**src/rtl/counter_run_scheduler_pkg.sv**
```systemverilog
// Shared state encoding, parameter defaults and helpers for the counter run scheduler.
package counter_run_scheduler_pkg;

    localparam int CW_DEF        = 8;
    localparam int TIMEOUT_DEF   = 1023;
    localparam int DRAIN_CYC_DEF = 4;

    typedef enum logic [1:0] {
        ST_IDLE  = 2'd0,
        ST_GRANT = 2'd1,
        ST_RUN   = 2'd2,
        ST_DRAIN = 2'd3
    } sched_state_t;

    function automatic logic [1:0] onehot2(input logic idx);
        onehot2 = idx ? 2'b10 : 2'b01;
    endfunction

endpackage

```
**src/rtl/counter_run_scheduler_rr_arbiter2.sv**
```systemverilog
// Two-way round-robin arbiter: the requester not served last wins a tie.
module counter_run_scheduler_rr_arbiter2 (
    input  logic       clk,
    input  logic       rstn,
    input  logic [1:0] req,
    input  logic       upd,
    input  logic       upd_idx,
    output logic       win_valid,
    output logic       win_idx
);

    logic last_r;

    // Last-served pointer; resets to 1 so requester 0 wins the first tie.
    always_ff @(posedge clk) begin
        if (!rstn) begin
            last_r <= 1'b1;
        end else if (upd) begin
            last_r <= upd_idx;
        end else begin
            last_r <= last_r;
        end
    end

    // Winner selection from the current request vector.
    always_comb begin
        win_valid = |req;
        case (req)
            2'b01:   win_idx = 1'b0;
            2'b10:   win_idx = 1'b1;
            2'b11:   win_idx = ~last_r;
            default: win_idx = 1'b0;
        endcase
    end

endmodule

```
**src/rtl/counter_run_scheduler.sv**
```systemverilog
// Shares one counter between two requesters: arbitrates, runs the counter to the
// latched target or a timeout, then drains it before serving the next request.
module counter_run_scheduler
    import counter_run_scheduler_pkg::*;
#(
    parameter int CW        = CW_DEF,
    parameter int TIMEOUT   = TIMEOUT_DEF,
    parameter int DRAIN_CYC = DRAIN_CYC_DEF
) (
    input  logic          clk,
    input  logic          rstn,
    input  logic [1:0]    req,
    input  logic [CW-1:0] tgt0,
    input  logic [CW-1:0] tgt1,
    input  logic [1:0]    skip_req,
    output logic [1:0]    gnt,
    output logic [1:0]    done,
    output logic [1:0]    err,
    output logic          busy,
    output logic          ctr_start,
    output logic          ctr_skip,
    input  logic [CW-1:0] ctr_count,
    input  logic          ctr_skip_to_five
);

    localparam int TW = $clog2(TIMEOUT + 1);
    localparam int DW = $clog2(DRAIN_CYC + 1);
    localparam logic [TW-1:0] TO_LIMIT   = TW'(TIMEOUT);
    localparam logic [DW-1:0] DRAIN_LAST = DW'(DRAIN_CYC - 1);

    sched_state_t  state_r, state_n;
    logic          own_r, own_n;
    logic [CW-1:0] tgt_r, tgt_n;
    logic          skip_r, skip_n;
    logic [CW-1:0] count_r;
    logic [TW-1:0] to_cnt_r, to_cnt_n;
    logic [DW-1:0] dr_cnt_r, dr_cnt_n;
    logic [1:0]    done_n, err_n;
    logic          upd_s;
    logic          win_valid_s, win_idx_s;

    counter_run_scheduler_rr_arbiter2 u_arb (
        .clk       (clk),
        .rstn      (rstn),
        .req       (req),
        .upd       (upd_s),
        .upd_idx   (own_r),
        .win_valid (win_valid_s),
        .win_idx   (win_idx_s)
    );

    // Next-state, latch and pulse decisions.
    always_comb begin
        state_n  = state_r;
        own_n    = own_r;
        tgt_n    = tgt_r;
        skip_n   = skip_r;
        to_cnt_n = to_cnt_r;
        dr_cnt_n = dr_cnt_r;
        done_n   = 2'b00;
        err_n    = 2'b00;
        upd_s    = 1'b0;
        case (state_r)
            ST_IDLE: begin
                if (win_valid_s) begin
                    state_n = ST_GRANT;
                    own_n   = win_idx_s;
                    tgt_n   = win_idx_s ? tgt1 : tgt0;
                    skip_n  = skip_req[win_idx_s];
                    // A zero target completes immediately, so its done pulse
                    // coincides with the single GRANT cycle.
                    if (tgt_n == {CW{1'b0}}) begin
                        done_n = onehot2(win_idx_s);
                    end else begin
                        done_n = 2'b00;
                    end
                end else begin
                    state_n = ST_IDLE;
                end
            end
            ST_GRANT: begin
                to_cnt_n = {TW{1'b0}};
                dr_cnt_n = {DW{1'b0}};
                if (tgt_r == {CW{1'b0}}) begin
                    state_n = ST_DRAIN;
                end else begin
                    state_n = ST_RUN;
                end
            end
            ST_RUN: begin
                to_cnt_n = to_cnt_r + TW'(1);
                skip_n   = skip_r & ~ctr_skip_to_five;
                if (count_r == tgt_r) begin
                    done_n  = onehot2(own_r);
                    state_n = ST_DRAIN;
                end else if (to_cnt_n == TO_LIMIT) begin
                    err_n   = onehot2(own_r);
                    state_n = ST_DRAIN;
                end else if (!req[own_r]) begin
                    state_n = ST_DRAIN;
                end else begin
                    state_n = ST_RUN;
                end
            end
            ST_DRAIN: begin
                if (dr_cnt_r == DRAIN_LAST) begin
                    state_n  = ST_IDLE;
                    dr_cnt_n = {DW{1'b0}};
                    upd_s    = 1'b1;
                end else begin
                    dr_cnt_n = dr_cnt_r + DW'(1);
                end
            end
            default: begin
                state_n = ST_IDLE;
            end
        endcase
    end

    // State, latches and registered outputs decoded from the next state.
    always_ff @(posedge clk) begin
        if (!rstn) begin
            state_r   <= ST_IDLE;
            own_r     <= 1'b0;
            tgt_r     <= {CW{1'b0}};
            skip_r    <= 1'b0;
            count_r   <= {CW{1'b0}};
            to_cnt_r  <= {TW{1'b0}};
            dr_cnt_r  <= {DW{1'b0}};
            gnt       <= 2'b00;
            done      <= 2'b00;
            err       <= 2'b00;
            busy      <= 1'b0;
            ctr_start <= 1'b0;
            ctr_skip  <= 1'b0;
        end else begin
            state_r   <= state_n;
            own_r     <= own_n;
            tgt_r     <= tgt_n;
            skip_r    <= skip_n;
            count_r   <= ctr_count;
            to_cnt_r  <= to_cnt_n;
            dr_cnt_r  <= dr_cnt_n;
            gnt       <= ((state_n == ST_GRANT) || (state_n == ST_RUN)) ? onehot2(own_n) : 2'b00;
            done      <= done_n;
            err       <= err_n;
            busy      <= (state_n != ST_IDLE);
            ctr_start <= (state_n == ST_RUN);
            ctr_skip  <= (state_n == ST_RUN) && skip_n;
        end
    end

endmodule
```
**config.mk**
```make
export PLATFORM = sky130hd
export DESIGN_NAME = counter_run_scheduler
export DESIGN_NICKNAME = d
export VERILOG_FILES = /design/src/rtl/counter_run_scheduler_pkg.sv /design/src/rtl/counter_run_scheduler_rr_arbiter2.sv /design/src/rtl/counter_run_scheduler.sv
export SDC_FILE = /design/constraint.sdc
export NUM_CORES = 1
export LEC_CHECK = 0
export BUFFER_PORTS_ARGS = -buffer_cell sky130_fd_sc_hd__buf_2
export CORE_UTILIZATION = 49
export DETAILED_ROUTE_END_ITERATION = 7
export PLACE_DENSITY = 0.78
export SETUP_SLACK_MARGIN = 0.5
export SLEW_MARGIN = 5
export SYNTH_ARGS = -nofsm -noshare
export SYNTH_HDL_FRONTEND = slang
export SYNTH_SLANG_ARGS = --single-unit
```
**constraint.sdc**
```tcl
create_clock -name clk -period 2.2 [get_ports clk]
set_input_delay 0.22 -clock clk [delete_from_list [all_inputs] [get_ports clk]]
set_output_delay 0.22 -clock clk [all_outputs]
set_load 0.03 [all_outputs]
```
Yosys cells after proc, flatten, opt, wreduce, memory -nomap -nowiden --
Index checks and enable logic that the tools add are counted.
Storage, ports and cells: register bits 43, word-level logic and storage cells 75, output and inout port bits 9
Cells by class: muxes and demuxes 29, equality and inequality tests 10, reduce and logical (&&, ||, !) cells 12, order comparisons 2, add/subtract/negate cells 2, bitwise operators 6
Operator list (number):
- $pmux W10 S2 | 1
- $logic_not A8 Y1 | 2
- $mux W1 | 14
- $mux W2 | 7
- $add A10 B1 Y10 const B | 1
- $eq A10 B10 Y1 const B | 1
- $eq A2 B2 Y1 const B | 5
- $eq A8 B8 Y1 | 1
- $mux W8 | 1
- $pmux W2 S4 | 1
- $pmux W3 S2 | 1
- $reduce_bool A2 Y1 | 3
- $not A1 Y1 | 5
- $eq A2 B1 Y1 const B | 2
- $lt A1 B2 Y1 const B | 2
- $pmux W1 S2 | 2
- $pmux W2 S2 | 1
- $reduce_and A2 Y1 | 2
- $reduce_or A4 Y1 | 1
- $add A3 B1 Y3 const B | 1
- $eq A3 B2 Y1 const B | 1
- $mux W3 | 1
- $logic_not A2 Y1 | 1
- $reduce_or A2 Y1 | 1
- other kinds (3) | 3

Depth between registers and ports, before layout --
Gate-level depths: netlist (run 1).
word-level depth 9, gate-level depth with buffers 10, depth with buffers taken out 9

By module --
From an unflattened synthesis (run 1), not the netlist that was laid out.
Second synthesis, totals: cells, all modules 235, area total of the unflattened synthesis 2163.3 µm²
Modules (own cells, without submodules):
- counter_run_scheduler | area an instance 2115.8 µm², cells each 230, instances 1
- counter_run_scheduler_rr_arbiter2 | area an instance 47.5 µm², cells each 5, instances 1

Least setup slack after synthesis (run 1) --
OpenSTA, ideal clock, no wires.
path type register to register, start register state_r[0], end register gnt[0], cell stages (with the launch flop) 10, data arrival time 1936 ps, path slack 149 ps, data required time 2085 ps, cell sequence dfxtp_1 inv_1 ha_1 buf_2 nor2b_1 clkbuf_1 clkbuf_1 o2bb2ai_1 ha_1 and3_1
On the way: word-level cells in the longest chain between the ends 5, elaborated cells on any way between the ends 12
RTL lines:
- start: declaration | line counter_run_scheduler.sv:31 | sched_state_t state_r, state_n;
- start signal: assignment | line counter_run_scheduler.sv:137 | state_r <= state_n;
- $eq A2 B2 Y1 (tied with other cells) | line counter_run_scheduler.sv:63 | case (state_r)
- $pmux W2 S4 | line counter_run_scheduler.sv:63
- $eq A2 B1 Y1 / $eq A2 B2 Y1 (equally long branches) | line counter_run_scheduler.sv:144 | gnt <= ((state_n == ST_GRANT) || (state_n == ST_RUN)) ? onehot2(own_n) : 2'b00;
- $logic_or A1 B1 Y1 | line counter_run_scheduler.sv:144
- $reduce_and A2 Y1 (no source line)
- end signal: assignment | line counter_run_scheduler.sv:144
- end: declaration | line counter_run_scheduler.sv:16 | output logic [1:0] gnt,
Several ways; a longest one is shown, not always the timed one. A chain may end at the register's enable or synchronous reset.

Final worst setup path (run 1) --
start register state_r[1], end register gnt[0]
The elaborated chain is that of the path after synthesis.

==> reports/metrics.yaml, run 1 <==
status: "complete, no violations"
rows: 23
worst_slack_ns: 0.286
drive_gt1_share_pct: 32.2
diodes: 0
postSynth.asyncResetShare_pct: 0
cp.required_ns: 2.40
min_to: "count_r[1]"
synth_top_family_by_area: "simple AND/OR/NAND/NOR gates"
dpl.cell_count: 320
muxShareOfSynthArea_pct: 5.60
io_buffers: 39
path_clk_slew_ns: 0.08
drc_errors: 0
final_area_um2: 2670
synthCells: 238
r2r-start: "state_r[1]"
ir_drop_mv: 0.567
ant_nets: 0
leakagePower_nw: 1.13
setup_violations: 0
synth_seq_cells: 43
max_freq_mhz: 522
utilization_pct: 65.4
hold_viol_final: 0
hpwl_um: 3280
synth_area_um2: 2140
worstPathMaxFanout: 5
syn-num-nets: 278
ys_warn_count: 0
rsz0062_at_grt: "yes"
initial_core_util_pct: 52.5
final_max_slew_viol_count: 0
overflow: 0
clk_latency_ns: 0.30
yosysSeqAreaShare_pct: 40.1
syn2layout_area_growth_pct: 24.7
totalWireLength_um: 4970
ctsHtreeMaxLevel: 2
critPathLaunchType: "flip-flop"
worst-r2r-setup-slack_ns: 0.29
dr.first_iter.drc_count: 157
synth_compound_area_share_pct: 16.9
final.min_clock_period_ns: 1.91
place_congestion: 0.839
fin_skew_ns: 0.00557
grt_max_degree: 22
slew_headroom_pct: 64.4
ff2ff_path_depth: 8
crit_type: "flip-flop to flip-flop"
p_clk_share_pct: 26.8
synth_cell_types: 41
switchingPower_w: 0.000563
hold_path.class: "primary input to flip-flop"
ios: 40
p_sw_share_pct: 31.0
cts_buffer_depth: 2
tns_ns: 0
antenna_found_initial: 0
core_um2: 4090
first_pass_iters: 4
synth_xor_area_share_pct: 3.68
dieWidth_um: 68.2
holdCritStartpoint: "ctr_count[1]"
cellPowerDensity_nw_per_um2: 679
grt_first_pass_wirelength_um: 7900
wl_per_cell_um: 14.7
clkSinkCount: 43
synth-simple-area-share_pct: 23.8
track_usage_pct: 23.2
synth_edf_count: 0
ys.flop_type: "dfxtp_1"
die_h_um: 68.2
fin_cells: 339
drv_cap: 0
tightest_slew_ns: 0.534
finalCritPeriodShare_pct: 87.0
cts_hold_buf: 0
vias: 1901
grt_pass1_vias: 1864
synth.avg_cell_area_um2: 9.01
combPwrFrac_pct: 24.5
synthAdderAreaFrac_pct: 5.25
whs_path_depth: 2
cts_root_buffer: "clkbuf_8"
r2r-end: "gnt[0]"
intPower_w: 0.00125
via_per_inst: 5.61
arrival_ns: 2.11
postPlaceCellArea_um2: 2410
nNetsFinal: 328
seqPwrFrac_pct: 48.7
worstSetupEndpointType: "flip-flop"
dp_slack_ns: 0.183
cts_buffers: 5
die_area_um2: 4650
cts_tree: "built"
worst max-delay path by stage:
| stage | from | end | slack, ns | cells past startpoint |
|---|---|---|---|---|
| after global placement | state_r[0] | gnt[0] | 0.24 | 7 |
| after detailed placement | state_r[1] | gnt[0] | 0.18 | 8 |
| after CTS | to_cnt_r[1] | gnt[0] | 0.30 | 8 |
| after floorplan | to_cnt_r[2] | gnt[0] | 0.32 | 9 |
| final | state_r[1] | gnt[0] | 0.29 | 8 |
| after global routing | state_r[1] | gnt[0] | 0.21 | 8 |
registers in the layout, indices dropped and copies added (netlist names):
register      flops
busy              1
count_r           8
ctr_skip          1
ctr_start         1
done              2
dr_cnt_r          3
err               2
gnt               2
own_r             1
skip_r            1
state_r           2
tgt_r             8
to_cnt_r         10
u_arb.last_r      1
repair_timing:
item,in CTS,in global routing
gates resized for setup,24,9
endpoints found under the setup margin,16,23
pin swaps,6,3
setup buffers,10,1
power groups by stage:
stage / Combinational [W] / Sequential [W] / Clock, W
4_1_cts: 0.000430 / 0.000883 / 0.000496
6_report: 0.000445 / 0.000884 / 0.000486
3_3_place_gp: 0.000391 / 0.000899 / 0
5_1_grt: 0.000487 / 0.000890 / 0.000524
3_5_place_dp: 0.000402 / 0.000900 / 0
2_1_floorplan: 0.000257 / 0.000917 / 0
synthesized netlist by cell type (all sizes together) (2+ instances only):
library cell	instances	share of area, %
a211o	2	0.82
a21boi	7	2.5
a21oi	6	1.4
a22oi	2	0.70
and2	16	4.7
and3	3	0.88
buf	5	1.5
clkbuf	8	1.4
dfxtp	43	40
ha	9	5.3
inv	10	1.8
mux2i	12	5.6
nand2	25	4.7
nand3	5	1.2
nand3b	2	0.70
nand4	6	1.8
nor2	7	1.2
nor2b	10	2.9
nor3	8	1.9
nor4	7	2.0
o2111ai	2	0.82
o211a	8	3.7
o211ai	2	0.70
o21a	5	1.8
o21ai	6	1.4
xnor2	9	3.7
routing by layer:
metal | GRT usage (%) | up-vias | routed length, µm
met4 | 12.8 | 0 | 110
met5 | 0 | - | 0
met1 | 24.8 | 876 | 2040
met2 | 41.3 | 67 | 2590
li1 | - | 944 | -
met3 | 5.67 | 14 | 229
final cells by class:
class | count | area (µm²)
clock inverters | 1 | 5.00
clock buffers | 7 | 76.3
fillers | 330 | 1410
well taps | 50 | 62.6
repair buffers | 56 | 327
flip-flops and latches | 43 | 883
inverters | 10 | 37.5
multi-input cells | 172 | 1280
critical path, cell delays in order, from the launching register on:
cell       delay [ns]
dfxtp_4          0.37
inv_1            0.07
ha_2             0.18
nor4b_2          0.15
a32o_2           0.28
o21ba_2          0.22
o2bb2ai_2        0.15
ha_1             0.26
and3_1           0.14
logic make-up after synthesis:
logic type | after synthesis
buffers and inverters | 23
and+or+nand+nor | 94
adders and majority gates | 9
xor gates and xnor gates | 9
muxes | 12
DFF | 43
AOI/OAI and AO/OA | 48
metrics by stage:
step / power [W] / hold slack (ns)
2_1_floorplan: 0.00117 / 0.347
3_3_place_gp: 0.00129 / 0.425
3_5_place_dp: 0.00130 / 0.430
4_1_cts: 0.00181 / 0.118
5_1_grt: 0.00190 / 0.119
6_report: 0.00182 / 0.122
layout by cell type, fill, tap and decap left out, drive strengths merged, types with 2 or more instances in the layout:
cell     instances
a211o            2
a21boi           7
a21oi            6
a22oi            2
and2            16
and3             3
buf             56
clkbuf           7
dfxtp           43
ha               9
inv             10
mux2i           12
nand2           25
nand3            5
nand3b           2
nand4            6
nor2             7
nor2b           10
nor3             8
nor4             7
o2111ai          2
o211a            8
o211ai           2
o21a             5
o21ai            6
xnor2            9
(Power assumes the default switching activity.)
==> run 2, diff against run 1 <==
--- a/config.mk
+++ b/config.mk
@@ -9,6 +9,7 @@
 export CORE_UTILIZATION = 49
 export DETAILED_ROUTE_END_ITERATION = 7
 export PLACE_DENSITY = 0.78
+export REMOVE_ABC_BUFFERS = 1
 export SETUP_SLACK_MARGIN = 0.5
 export SLEW_MARGIN = 5
 export SYNTH_ARGS = -nofsm -noshare
==> run 2 against run 1 <==
Final cell count rose by 0.29%. Worst hold slack barely moved. Utilization rose by 0.52 points. Largest cell class unchanged.
==> reports/metrics.yaml, run 2 (same netlist as run 1, synthesis figures left out) <==
max_freq_mhz: 531  # +1.6%
dieWidth_um: 68.2  # unchanged
final_common_cell: "buf_2"
clk_latency_ns: 0.30  # about the same
seqPwrFrac_pct: 46.9  # -1.8 points
dp_slack_ns: 0.0207  # -0.163 ns
vias: 1922  # +1.1%
via_per_inst: 5.65  # +0.81%
cp.required_ns: 2.40  # about the same
switchingPower_w: 0.000561  # -0.39%
p_clk_share_pct: 29.1  # +2.3 points
syn2layout_area_growth_pct: 25.7
fin_cells: 340  # +0.29%
track_usage_pct: 24.2  # +0.97 points
ant_nets: 0  # unchanged
clkSinkCount: 43  # unchanged
hold_path.class: "primary input to flip-flop"
largestRegisters: "to_cnt_r (10), count_r (8), tgt_r (8)"
io_buffers: 39  # unchanged
first_pass_iters: 4  # unchanged
rows: 23  # unchanged
leakagePower_nw: 1.15  # +1.4%
regMostFlops: "to_cnt_r"
postPlaceCellArea_um2: 2410  # -0.10%
largest_reg_flops: 10  # unchanged
cellPowerDensity_nw_per_um2: 699  # +3.0%
final_cell_mix: "buf_2, dfxtp_1, nand2_1, buf_4, and2_1"
initial_core_util_pct: 52.5  # unchanged
worst_slack_ns: 0.315  # +0.0296 ns
hold_viol_final: 0  # unchanged
rsz0062_at_grt: "yes"
setup_violations: 0  # unchanged
cts_buffer_depth: 2  # unchanged
crit_type: "flip-flop to flip-flop"
grt_first_pass_wirelength_um: 8210  # +3.9%
multi_input_area_um2: 1280  # +0.19%
ios: 40  # unchanged
dr.first_iter.drc_count: 69  # -56%
slew_headroom_pct: 58.3  # -6.1 points
final_area_um2: 2700  # +0.80%
core_um2: 4090  # unchanged
die_area_um2: 4650  # unchanged
grt_pass1_vias: 1826  # -2.0%
drive_gt1_share_pct: 32.4  # +0.23 points
worstPathMaxFanout: 3  # -2
cts_hold_buf: 0  # unchanged
antenna_found_initial: 0  # unchanged
final.min_clock_period_ns: 1.88  # -0.0296 ns
die_h_um: 68.2  # unchanged
worstSetupEndpointType: "flip-flop"
drc_errors: 0  # unchanged
ctsHtreeMaxLevel: 2  # unchanged
grt_max_degree: 27  # +23%
critPathLaunchType: "flip-flop"
dpl.cell_count: 323  # +0.94%
cts_root_buffer: "clkbuf_8"
regArea_um2: 876  # -0.85%
totalWireLength_um: 4970  # about the same
n_fill_cell: 326  # -1.2%
ir_drop_mv: 0.391  # -31%
fin_skew_ns: 0.00293  # -0.00265 ns
intPower_w: 0.00132  # +5.7%
power.total_w: 0.00188  # +3.8%
path_clk_slew_ns: 0.08  # about the same
status: "complete, no violations"
diodes: 0  # unchanged
hpwl_um: 3330  # +1.5%
cts_tree: "built"
arrival_ns: 2.08  # -0.03 ns
wl_per_cell_um: 14.6  # -0.21%
p_sw_share_pct: 29.8  # -1.2 points
drv_cap: 0  # unchanged
place_congestion: 0.972  # +16%
tns_ns: 0  # unchanged
cts_buffers: 5  # unchanged
final_max_slew_viol_count: 0  # unchanged
combPwrFrac_pct: 24.0  # -0.5 points
finalCritPeriodShare_pct: 85.7  # -1.3 points
tightest_slew_ns: 0.626  # +0.0916 ns
nNetsFinal: 329  # +0.30%
overflow: 0  # unchanged
[run 2: path summary, 6_finish.rpt]
check,from,to,slack [ns],cells after the start
setup / recovery,state_r[1],gnt[0],0.32,8
setup reg to reg,state_r[1],gnt[0],0.32,8
hold / removal,ctr_count[3],count_r[3],0.12,2
hold reg to reg,dr_cnt_r[2],dr_cnt_r[2],0.44,2
[run 2: cell type report]
cell class / instances / area share, %
Inverter: 10 / 1.39
Multi-Input combinational cell: 172 / 47.7
Timing Repair Buffer: 57 / 12.4
Sequential cell: 43 / 32.5
Clock buffer: 8 / 3.71
Tap cell: 50 / 2.32
[run 2: what timing repair did]
action / 4_1_cts / 5_1_grt
setup buffers: 9 / 0
setup endpoints to repair: 9 / 14
hold endpoints to repair: 0 / 0
gates cloned: 0 / 0
resized for setup: 31 / 7
pin swaps: 8 / 1
[run 2: stage by stage]
| stage | hold slack, ns | util (%) |
|---|---|---|
| after floorplan | 0.309 | - |
| after global placement | 0.423 | 58.9 |
| after detailed placement | 0.429 | 58.9 |
| after CTS | 0.119 | 65.2 |
| after global routing | 0.124 | 66.0 |
| final | 0.123 | 66.0 |
[run 2: layer usage]
layer	global-route usage (%)	up-vias	wire length [µm]
met5	0	-	0
met4	10.7	0	130
met3	5.33	17	239
met2	40.9	59	2400
met1	29.0	900	2210
li1	-	946	-
[run 2: power groups by stage]
stage               Sequential (W)  Clock, W  Combinational [W]
floorplan                 0.000917         0           0.000233
global placement          0.000897         0           0.000388
detailed placement        0.000898         0           0.000399
CTS                       0.000881  0.000556           0.000425
global route              0.000890  0.000595           0.000497
finish                    0.000884  0.000549           0.000451
[run 2: critical path: stages, from the launching register on]
cell       delay [ns]
dfxtp_2          0.36
inv_2            0.06
ha_2             0.18
nor4b_2          0.16
a32o_2           0.28
o21ba_2          0.21
o2bb2ai_2        0.14
ha_1             0.26
and3_1           0.14
